## src/rtl/jbcd_pkg.sv

```systemverilog
// Shared types and constants for the digit-serial BCD subtractor.
package jbcd_pkg;
  typedef enum logic [1:0] {IDLE, SUB, COMP, DONE} jbcd_state_e;

  localparam int unsigned       BCD_W     = 4;
  localparam logic [3:0]        BCD_MAX   = 4'd9;
  localparam logic signed [4:0] BCD_RADIX = 5'sd10;
endpackage

```

## src/rtl/jbcd_digit_sub.sv

```systemverilog
// Combinational single BCD digit subtract: d = x - y - bin, borrowing from the next digit.
module jbcd_digit_sub
  import jbcd_pkg::*;
(
  input  logic [3:0] x,
  input  logic [3:0] y,
  input  logic       bin,
  output logic [3:0] d,
  output logic       bout
);
  logic signed [4:0] t;
  logic signed [4:0] adj;

  // Valid digits keep t within -10..9, so 5 signed bits never overflow.
  always_comb begin
    t    = $signed({1'b0, x}) - $signed({1'b0, y}) - $signed({4'b0, bin});
    adj  = t + BCD_RADIX;
    bout = t[4];
    d    = t[4] ? adj[3:0] : t[3:0];
  end
endmodule

```

## src/rtl/jbcd_serial_sub.sv

```systemverilog
// Digit-serial BCD subtractor A - B, LSD first, start/busy/done handshake.
// Define BCD_SIGNMAG_EN to add a complement pass returning negative results as sign-magnitude.
module jbcd_serial_sub
  import jbcd_pkg::*;
#(
  parameter int DIGITS = 4
) (
  input  logic                    clk,
  input  logic                    rst_n,
  input  logic                    start,
  input  logic [4*DIGITS-1:0]     a,
  input  logic [4*DIGITS-1:0]     b,
  output logic                    busy,
  output logic                    done,
  output logic [4*DIGITS-1:0]     diff,
  output logic                    borrow_out,
  output logic                    neg,
  output logic                    err
);
  localparam int W  = 4 * DIGITS;
  localparam int IW = (DIGITS > 1) ? $clog2(DIGITS) : 1;
  localparam logic [IW-1:0] LAST = IW'(DIGITS - 1);

  jbcd_state_e   state_q, state_d;
  logic [IW-1:0] idx_q, idx_d;
  logic          brw_q, brw_d;
  logic [W-1:0]  a_q, a_d, b_q, b_d, diff_q, diff_d;
  logic          bout_q, bout_d, neg_q, neg_d, err_q, err_d;
  logic          done_q, done_d, busy_q, busy_d;

  logic [3:0]    x_sel, y_sel, d_o;
  logic          bo_o, bad;

  jbcd_digit_sub u_digit (.x(x_sel), .y(y_sel), .bin(brw_q), .d(d_o), .bout(bo_o));

  always_comb begin
    state_d = state_q;
    idx_d   = idx_q;
    brw_d   = brw_q;
    a_d     = a_q;
    b_d     = b_q;
    diff_d  = diff_q;
    bout_d  = bout_q;
    neg_d   = neg_q;
    err_d   = err_q;
    busy_d  = busy_q;
    done_d  = 1'b0;

    bad = 1'b0;
    for (int k = 0; k < DIGITS; k++) begin
      if (a[k*BCD_W +: BCD_W] > BCD_MAX || b[k*BCD_W +: BCD_W] > BCD_MAX) bad = 1'b1;
    end

    // The complement pass reuses the digit unit as 0 - diff_i - borrow.
    x_sel = (state_q == COMP) ? 4'd0 : a_q[int'(idx_q)*BCD_W +: BCD_W];
    y_sel = (state_q == COMP) ? diff_q[int'(idx_q)*BCD_W +: BCD_W]
                              : b_q[int'(idx_q)*BCD_W +: BCD_W];

    case (state_q)
      IDLE: begin
        // busy stays up through the done cycle so a start there is ignored.
        if (done_q) busy_d = 1'b0;
        if (start && !busy_q) begin
          a_d    = a;
          b_d    = b;
          idx_d  = '0;
          brw_d  = 1'b0;
          diff_d = '0;
          bout_d = 1'b0;
          neg_d  = 1'b0;
          err_d  = bad;
          busy_d = 1'b1;
          state_d = bad ? DONE : SUB;
        end
      end
      SUB: begin
        diff_d[int'(idx_q)*BCD_W +: BCD_W] = d_o;
        if (idx_q == LAST) begin
          bout_d  = bo_o;
          state_d = DONE;
`ifdef BCD_SIGNMAG_EN
          if (bo_o) begin
            state_d = COMP;
            idx_d   = '0;
            brw_d   = 1'b0;
          end
`endif
        end else begin
          idx_d = idx_q + 1'b1;
          brw_d = bo_o;
        end
      end
`ifdef BCD_SIGNMAG_EN
      COMP: begin
        diff_d[int'(idx_q)*BCD_W +: BCD_W] = d_o;
        if (idx_q == LAST) begin
          neg_d   = 1'b1;
          state_d = DONE;
        end else begin
          idx_d = idx_q + 1'b1;
          brw_d = bo_o;
        end
      end
`endif
      DONE: begin
        done_d  = 1'b1;
        state_d = IDLE;
      end
      default: state_d = IDLE;
    endcase
  end

  always_ff @(posedge clk) begin
    if (!rst_n) begin
      state_q <= IDLE;
      idx_q   <= '0;
      brw_q   <= 1'b0;
      a_q     <= '0;
      b_q     <= '0;
      diff_q  <= '0;
      bout_q  <= 1'b0;
      neg_q   <= 1'b0;
      err_q   <= 1'b0;
      done_q  <= 1'b0;
      busy_q  <= 1'b0;
    end else begin
      state_q <= state_d;
      idx_q   <= idx_d;
      brw_q   <= brw_d;
      a_q     <= a_d;
      b_q     <= b_d;
      diff_q  <= diff_d;
      bout_q  <= bout_d;
      neg_q   <= neg_d;
      err_q   <= err_d;
      done_q  <= done_d;
      busy_q  <= busy_d;
    end
  end

  assign busy       = busy_q;
  assign done       = done_q;
  assign diff       = diff_q;
  assign borrow_out = bout_q;
  assign err        = err_q;
`ifdef BCD_SIGNMAG_EN
  assign neg        = neg_q;
`else
  assign neg        = 1'b0;
`endif
endmodule

```

## config.mk

```make
export PLATFORM = sky130hd
export DESIGN_NAME = jbcd_serial_sub
export DESIGN_NICKNAME = d
export VERILOG_FILES = /design/src/rtl/jbcd_pkg.sv /design/src/rtl/jbcd_digit_sub.sv /design/src/rtl/jbcd_serial_sub.sv
export SDC_FILE = /design/constraint.sdc
export NUM_CORES = 1
export LEC_CHECK = 0
export BUFFER_PORTS_ARGS = -buffer_cell sky130_fd_sc_hd__buf_4
export CAP_MARGIN = 30
export CORE_ASPECT_RATIO = 1.5
export CORE_MARGIN = 1.5
export CORE_UTILIZATION = 25
export DETAILED_ROUTE_END_ITERATION = 16
export SLEW_MARGIN = 20
export SYNTH_ARGS = -nofsm -noshare
export SYNTH_HDL_FRONTEND = slang
export SYNTH_HIERARCHICAL = 1
export SYNTH_SLANG_ARGS = --single-unit
```

## constraint.sdc

```tcl
create_clock -name clk -period 8.62 [get_ports clk]
set_input_delay 0.862 -clock clk [delete_from_list [all_inputs] [get_ports clk]]
set_output_delay 0.862 -clock clk [all_outputs]
set_load 0.02 [all_outputs]
```

# == After elaboration in Yosys (flattened, before gate mapping) ==
# Index checks and enable logic that the tools add are counted.
# word_totals
ff_bits,57
output_inout_bits,21
# classes
n_addsub,5
magnitude_cmp,8
n_eq_ne,7
n_shift,5
muxes,25
n_reduce_logical,15
# ops
operator,n
16-bit by 5-bit indexed part select with 4-bit output,3
4-bit negator with 34-bit output,1
"4-bit by 34-bit variable shift with 16-bit output, first input constant",1
4-bit by 34-bit indexed part select with 16-bit output,1
"4-bit greater-than comparator, second input constant",8
16-bit one-hot mux with 2 select lines,1
16-bit bitwise mux,1
16-bit 2-to-1 mux,1
4-bit 2-to-1 mux,3
1-bit 2-to-1 mux,10
2-bit 2-to-1 mux,5
2-bit one-hot mux with 2 select lines,2
2-bit AND reduction,4
"2-bit equality test, second input constant",3
"2-bit inequality test, second input constant",3
3-bit AND reduction,2
4-bit by 4-bit subtractor with 5-bit output,1
5-bit by 2-bit subtractor with 5-bit output,1
"4-bit adder, second input constant",1
1-bit logical OR,4
1-bit one-hot mux with 2 select lines,2
2-bit nonzero test,2
"2-bit by 1-bit adder with 2-bit output, second input constant",1
"2-bit by 1-bit equality test with 1-bit output, second input constant",1
3 further kinds,3

# == Longest topological paths before layout ==
# logic_depth
ltp_word,9
depth_mapped,16

# == Modules after synthesis ==
# The synthesis kept the hierarchy.
# modules_own_cells
mod,n_inst,cells_each,area_per_inst_um2,seq_area_each_um2
jbcd_serial_sub,1,290,2575.0,1141.1
jbcd_digit_sub,1,32,274.0,0.0

# == Least setup slack after synthesis ==
# No wires, ideal clock.
# synth_timing
path_type,register to register
start,register state_q[1]
end,register diff_q[10] (netlist: diff[10])
setup_time_ps,128
arrival_ps,3192
slack_ps,5300
stages_incl_launch_ff,16
n_path_buf,2
period_less_slack_ps,3320
cell_sequence,dfxtp_1 > buf_2 > and2b_4 > buf_6 > mux4_2 > nand2_1 > nand2_1 > inv_1 > fa_1 > fa_1 > nand2b_1 > a211o_1 > and2_4 > mux2_4 > a22oi_1 > nor2_1
# synth_between
elab_chain_len,9
elab_cells_between_ends,15
# synth_rtl
element,line,text
from (decl),jbcd_serial_sub.sv:24,"jbcd_state_e state_q, state_d;"
from (signal assigned),jbcd_serial_sub.sv:127,state_q <= state_d;
2-bit equality test (*),jbcd_serial_sub.sv:56,y_sel = (state_q == COMP) ? diff_q[int'(idx_q)*BCD_W +: BCD_W]
4-bit 2-to-1 mux (*),jbcd_serial_sub.sv:56,
via y_sel[0],jbcd_serial_sub.sv:31,"logic [3:0] x_sel, y_sel, d_o;"
4-bit by 4-bit subtractor with 5-bit output (*),jbcd_digit_sub.sv:16,"t = $signed({1'b0, x}) - $signed({1'b0, y}) - $signed({4'b0, bin});"
5-bit by 2-bit subtractor with 5-bit output (*),jbcd_digit_sub.sv:16,
4-bit adder,jbcd_digit_sub.sv:17,adj = t + BCD_RADIX;
4-bit 2-to-1 mux (*),jbcd_digit_sub.sv:19,d = t[4] ? adj[3:0] : t[3:0];
via d_o[2],jbcd_serial_sub.sv:31,
4-bit by 34-bit indexed part select with 16-bit output (*),jbcd_serial_sub.sv:77,diff_d[int'(idx_q)*BCD_W +: BCD_W] = d_o;
16-bit bitwise mux (*),jbcd_serial_sub.sv:77,
16-bit one-hot mux with 2 select lines (*),jbcd_serial_sub.sv:59,case (state_q)
to (signal assigned),jbcd_serial_sub.sv:132,diff_q <= diff_d;
to (decl),jbcd_serial_sub.sv:27,"logic [W-1:0] a_q, a_d, b_q, b_d, diff_q, diff_d;"
# The timed path passes the listed nets; every way through them passes the cells marked *.
# A chain may end at the register's enable or synchronous reset.

# == Final worst setup path ==
# layout_timing
start,register idx_q[0]
end,register diff_q[10] (netlist: diff[10])
# layout_between
elab_chain_len,9
elab_cells_between_ends,14
# layout_rtl
element,line,text
from (decl),jbcd_serial_sub.sv:25,"logic [IW-1:0] idx_q, idx_d;"
from (signal assigned),jbcd_serial_sub.sv:128,idx_q <= idx_d;
16-bit by 5-bit indexed part select with 4-bit output (*),jbcd_serial_sub.sv:55,x_sel = (state_q == COMP) ? 4'd0 : a_q[int'(idx_q)*BCD_W +: BCD_W];
4-bit 2-to-1 mux (*),jbcd_serial_sub.sv:55,
via x_sel[0],jbcd_serial_sub.sv:31,
4-bit by 4-bit subtractor with 5-bit output (*),jbcd_digit_sub.sv:16,
5-bit by 2-bit subtractor with 5-bit output (*),jbcd_digit_sub.sv:16,
4-bit adder,jbcd_digit_sub.sv:17,
4-bit 2-to-1 mux (*),jbcd_digit_sub.sv:19,
via d_o[2],jbcd_serial_sub.sv:31,
4-bit by 34-bit indexed part select with 16-bit output (*),jbcd_serial_sub.sv:77,
16-bit bitwise mux (*),jbcd_serial_sub.sv:77,
16-bit one-hot mux with 2 select lines (*),jbcd_serial_sub.sv:59,
# Marked as above.

==> results.md <==
* Status: completed
* Pleak at 1.49 nW
* Commonest non-fill, non-tap cells in the layout: nand2_1 (82), dfxtp_1 (57), buf_4 (55), a21oi_1 (37), nor2_1 (24)
* Most common cell after layout, fill and taps aside: nand2_1
* CTS buffer count at 9
* CTS clk-pin slew, worst paths at ~50 ps
* Post-Place Worst Slack at between 4000 and 5000 ps
* Starting Density at between 20% and 30%
* Crit end category: flop
* Tmin final at 3760 ps
* Compound-Gate Fraction of Synth Area at 14.6%
* Congestion Overflow GR at 0
* Routed Antenna Nets at 0
* Final wirelength at 7570 µm
* Int Power at around 610 µW
* Synth warnings at 6
* CTS tree: yes
* Final std cells w/o fill at approximately 530
* RSZ-0062 raised after global routing: no
* Clock share of power at between 40% and 50%
* P_sw at 238 µW
* Crit Path Class: flop to flop
* GRT Total Usage at a little over an eighth
* Post-synthesis adder-cell area fraction at under 10%
* Final period util at 43.7%
* Setup TNS at 0 ps
* First-pass GRT wire length at 12,200 µm
* Synth Instances at roughly 320
* Mapped Avg Cell Area at 8.85 µm²
* FILL cells at 1,219
* Die W at between 90 and 100 µm
* Area of the multi-input gates at around 1600 µm²
* Worst skew pair latency at between 300 and 400 ps
* Largest family of logic cells by synthesized area: simple AND/OR/NAND/NOR gates
* Final nets at 421
* Storage element area at 1140 µm²
* Largest net degree at the start of global routing at 56
* Final instance area at 3690 µm²
* Critical Path Start Type: flop
* Final Max Slew Viols at 0
* Cell area after synthesis at 2850 µm²
* Root Buffer: clkbuf_16
* Hold-fix buffers, CTS at 0
* Syn_nets at 370
* Mux cell area share after synthesis at 10.5%
* HPWL Detailed at 5790 µm
* Hold Crit Class: flop to flop
* N_diodes at 0
* Gates resized, CTS repair at 0
* Sw Share at 28.0%
* Fmax at 0.266 GHz
* Setup ws final at between 4000 and 5000 ps
* Die footprint at 12,100 µm²
* RePlAce Congestion at 0.852
* Power per cell area at 230 nW/µm²
* Final setup violation count at 0
* Worst Path Max Fanout at 15
* Chip Height at 134 µm
* CTS Sinks at 57
* FP Rows at 47
* Area added between synthesis and finish at 29.6%
* Vias per cell at 4.63
* H-tree level count at 3
* PortBufs at 54
* Power, Total at 849 µW
* Placed insts at 508
* # DRC at 0
* Combinational Power Share at between 20% and 30%
* Clk buf depth at 2
* DR pass1 iterations at 4
* Final core occ at 33.4%
* Worst hold margin at 450 ps
* Iteration-0 DRC Markers at 154
* Netlist cell types at 40
* Final hold vios at 0
* Worst Path Arrival at 3980 ps
* Fraction of layout cells with a size suffix above 1 at 23.5%
* Post-CTS setup buffer count at 0
* Register area share after synthesis at between 40 and 50%
* Max_slew headroom at 51.6%
* Simple-gate share of the synthesized area at 22.0%
* Core Box Area at 11,100 µm²
* Peak supply drop at 115 µV
* Skew final at between 7 and 8 ps
* DR WL/cell at 14.4 µm
* Vias in the first global route at 2,361
* Xor/xnor share of the synthesized area at 1.54%
* Worst Max-Slew Pin Slew at between 700 and 800 ps
* Initial antenna violation count at 0
* Max-Cap Viols at 0
* Via count at 2,433
* Seq cells post-synth at 57
* WP data required at 8830 ps
* Sequential power share at 35.3%
* I/O pin cnt at 56
* DP Area at 3360 µm²
-- worst paths after layout --
path / startpoint / to / slack [ps] / cells past startpoint
setup reg to reg: idx_q[0] / diff[10] / 4860 / 10
setup / recovery: idx_q[0] / diff[10] / 4860 / 10
hold reg to reg: b_q[9] / b_q[9] / 450 / 2
hold / removal: b_q[9] / b_q[9] / 450 / 2
-- flip-flops by register name, summed over array words and instances (netlist names) --
signal and flops:
a_q 16, b_q 16, borrow_out 1, brw_q 1
busy 1, diff 16, done 1, err 1
idx_q 2, state_q 2
-- critical path, stage by stage, from the launching register on --
cell      delay, ps
dfxtp_1         780
mux4_2          580
and2b_1         180
fa_1            440
fa_1            410
nand2b_1        180
a211o_1         320
and2_4          180
mux2_4          310
a22oi_1         190
nor2_1           60
-- power groups by stage --
stage	Combinational (mW)	Sequential (mW)	Clock (mW)
after floorplan	0.137	0.299	0
after global placement	0.182	0.304	0
after detailed placement	0.186	0.305	0
after CTS	0.188	0.300	0.366
after global routing	0.207	0.302	0.377
final	0.188	0.300	0.361
-- Yosys cell counts (all sizes together) --
| library cell | n | area, µm² |
|---|---|---|
| a211o | 1 | 8.76 |
| inv | 12 | 45.0 |
| mux4 | 12 | 285 |
| dfxtp | 57 | 1140 |
| nand2b | 3 | 21.3 |
| o21ai | 10 | 50.1 |
| nand3b | 2 | 15.0 |
| buf | 12 | 75.1 |
| fa | 2 | 40.0 |
| ha | 11 | 138 |
| nor4b | 2 | 38.8 |
| a22oi | 18 | 135 |
| and2b | 5 | 40.0 |
| clkbuf | 5 | 18.8 |
| nor4 | 3 | 37.5 |
| or3b | 1 | 8.76 |
| a32oi | 1 | 8.76 |
| a21o | 3 | 22.5 |
| and2 | 2 | 15.0 |
| xnor2 | 3 | 26.3 |
| and3 | 1 | 6.26 |
| nand4 | 2 | 12.5 |
| nor3 | 4 | 20.0 |
| conb | 1 | 3.75 |
| nor2 | 24 | 90.1 |
| nor3b | 1 | 7.51 |
| nand2 | 82 | 308 |
| xor2 | 2 | 17.5 |
| nor2b | 1 | 6.26 |
| a31oi | 1 | 6.26 |
| mux2 | 1 | 15.0 |
| a21oi | 37 | 185 |
-- layer usage --
| metal | global-route usage (%) | vias up | routed length, µm |
|---|---|---|---|
| li1 | - | 1218 | - |
| met1 | 14.5 | 1144 | 3110 |
| met2 | 23.4 | 60 | 3980 |
| met3 | 3.14 | 11 | 329 |
| met4 | 5.64 | 0 | 153 |
| met5 | 0 | - | 0 |
-- cell type report --
cell class	count	share of cell area, %
clock buffers	14	7.42
inverters	12	1.22
repair buffers	57	12.0
flip-flops and latches	57	30.9
clock inverters	2	0.949
multi-input cells	236	42.5
well taps	147	4.98
-- logic make-up after synthesis --
group / count (synthesis)
xor gates and xnor gates: 5
and+or+nand+nor: 133
muxes: 13
adders and majority gates: 13
DFF: 57
other: 1
AOI/OAI and AO/OA: 71
buffers and inverters: 29
Note: power is estimated with default switching activity, not from simulation.
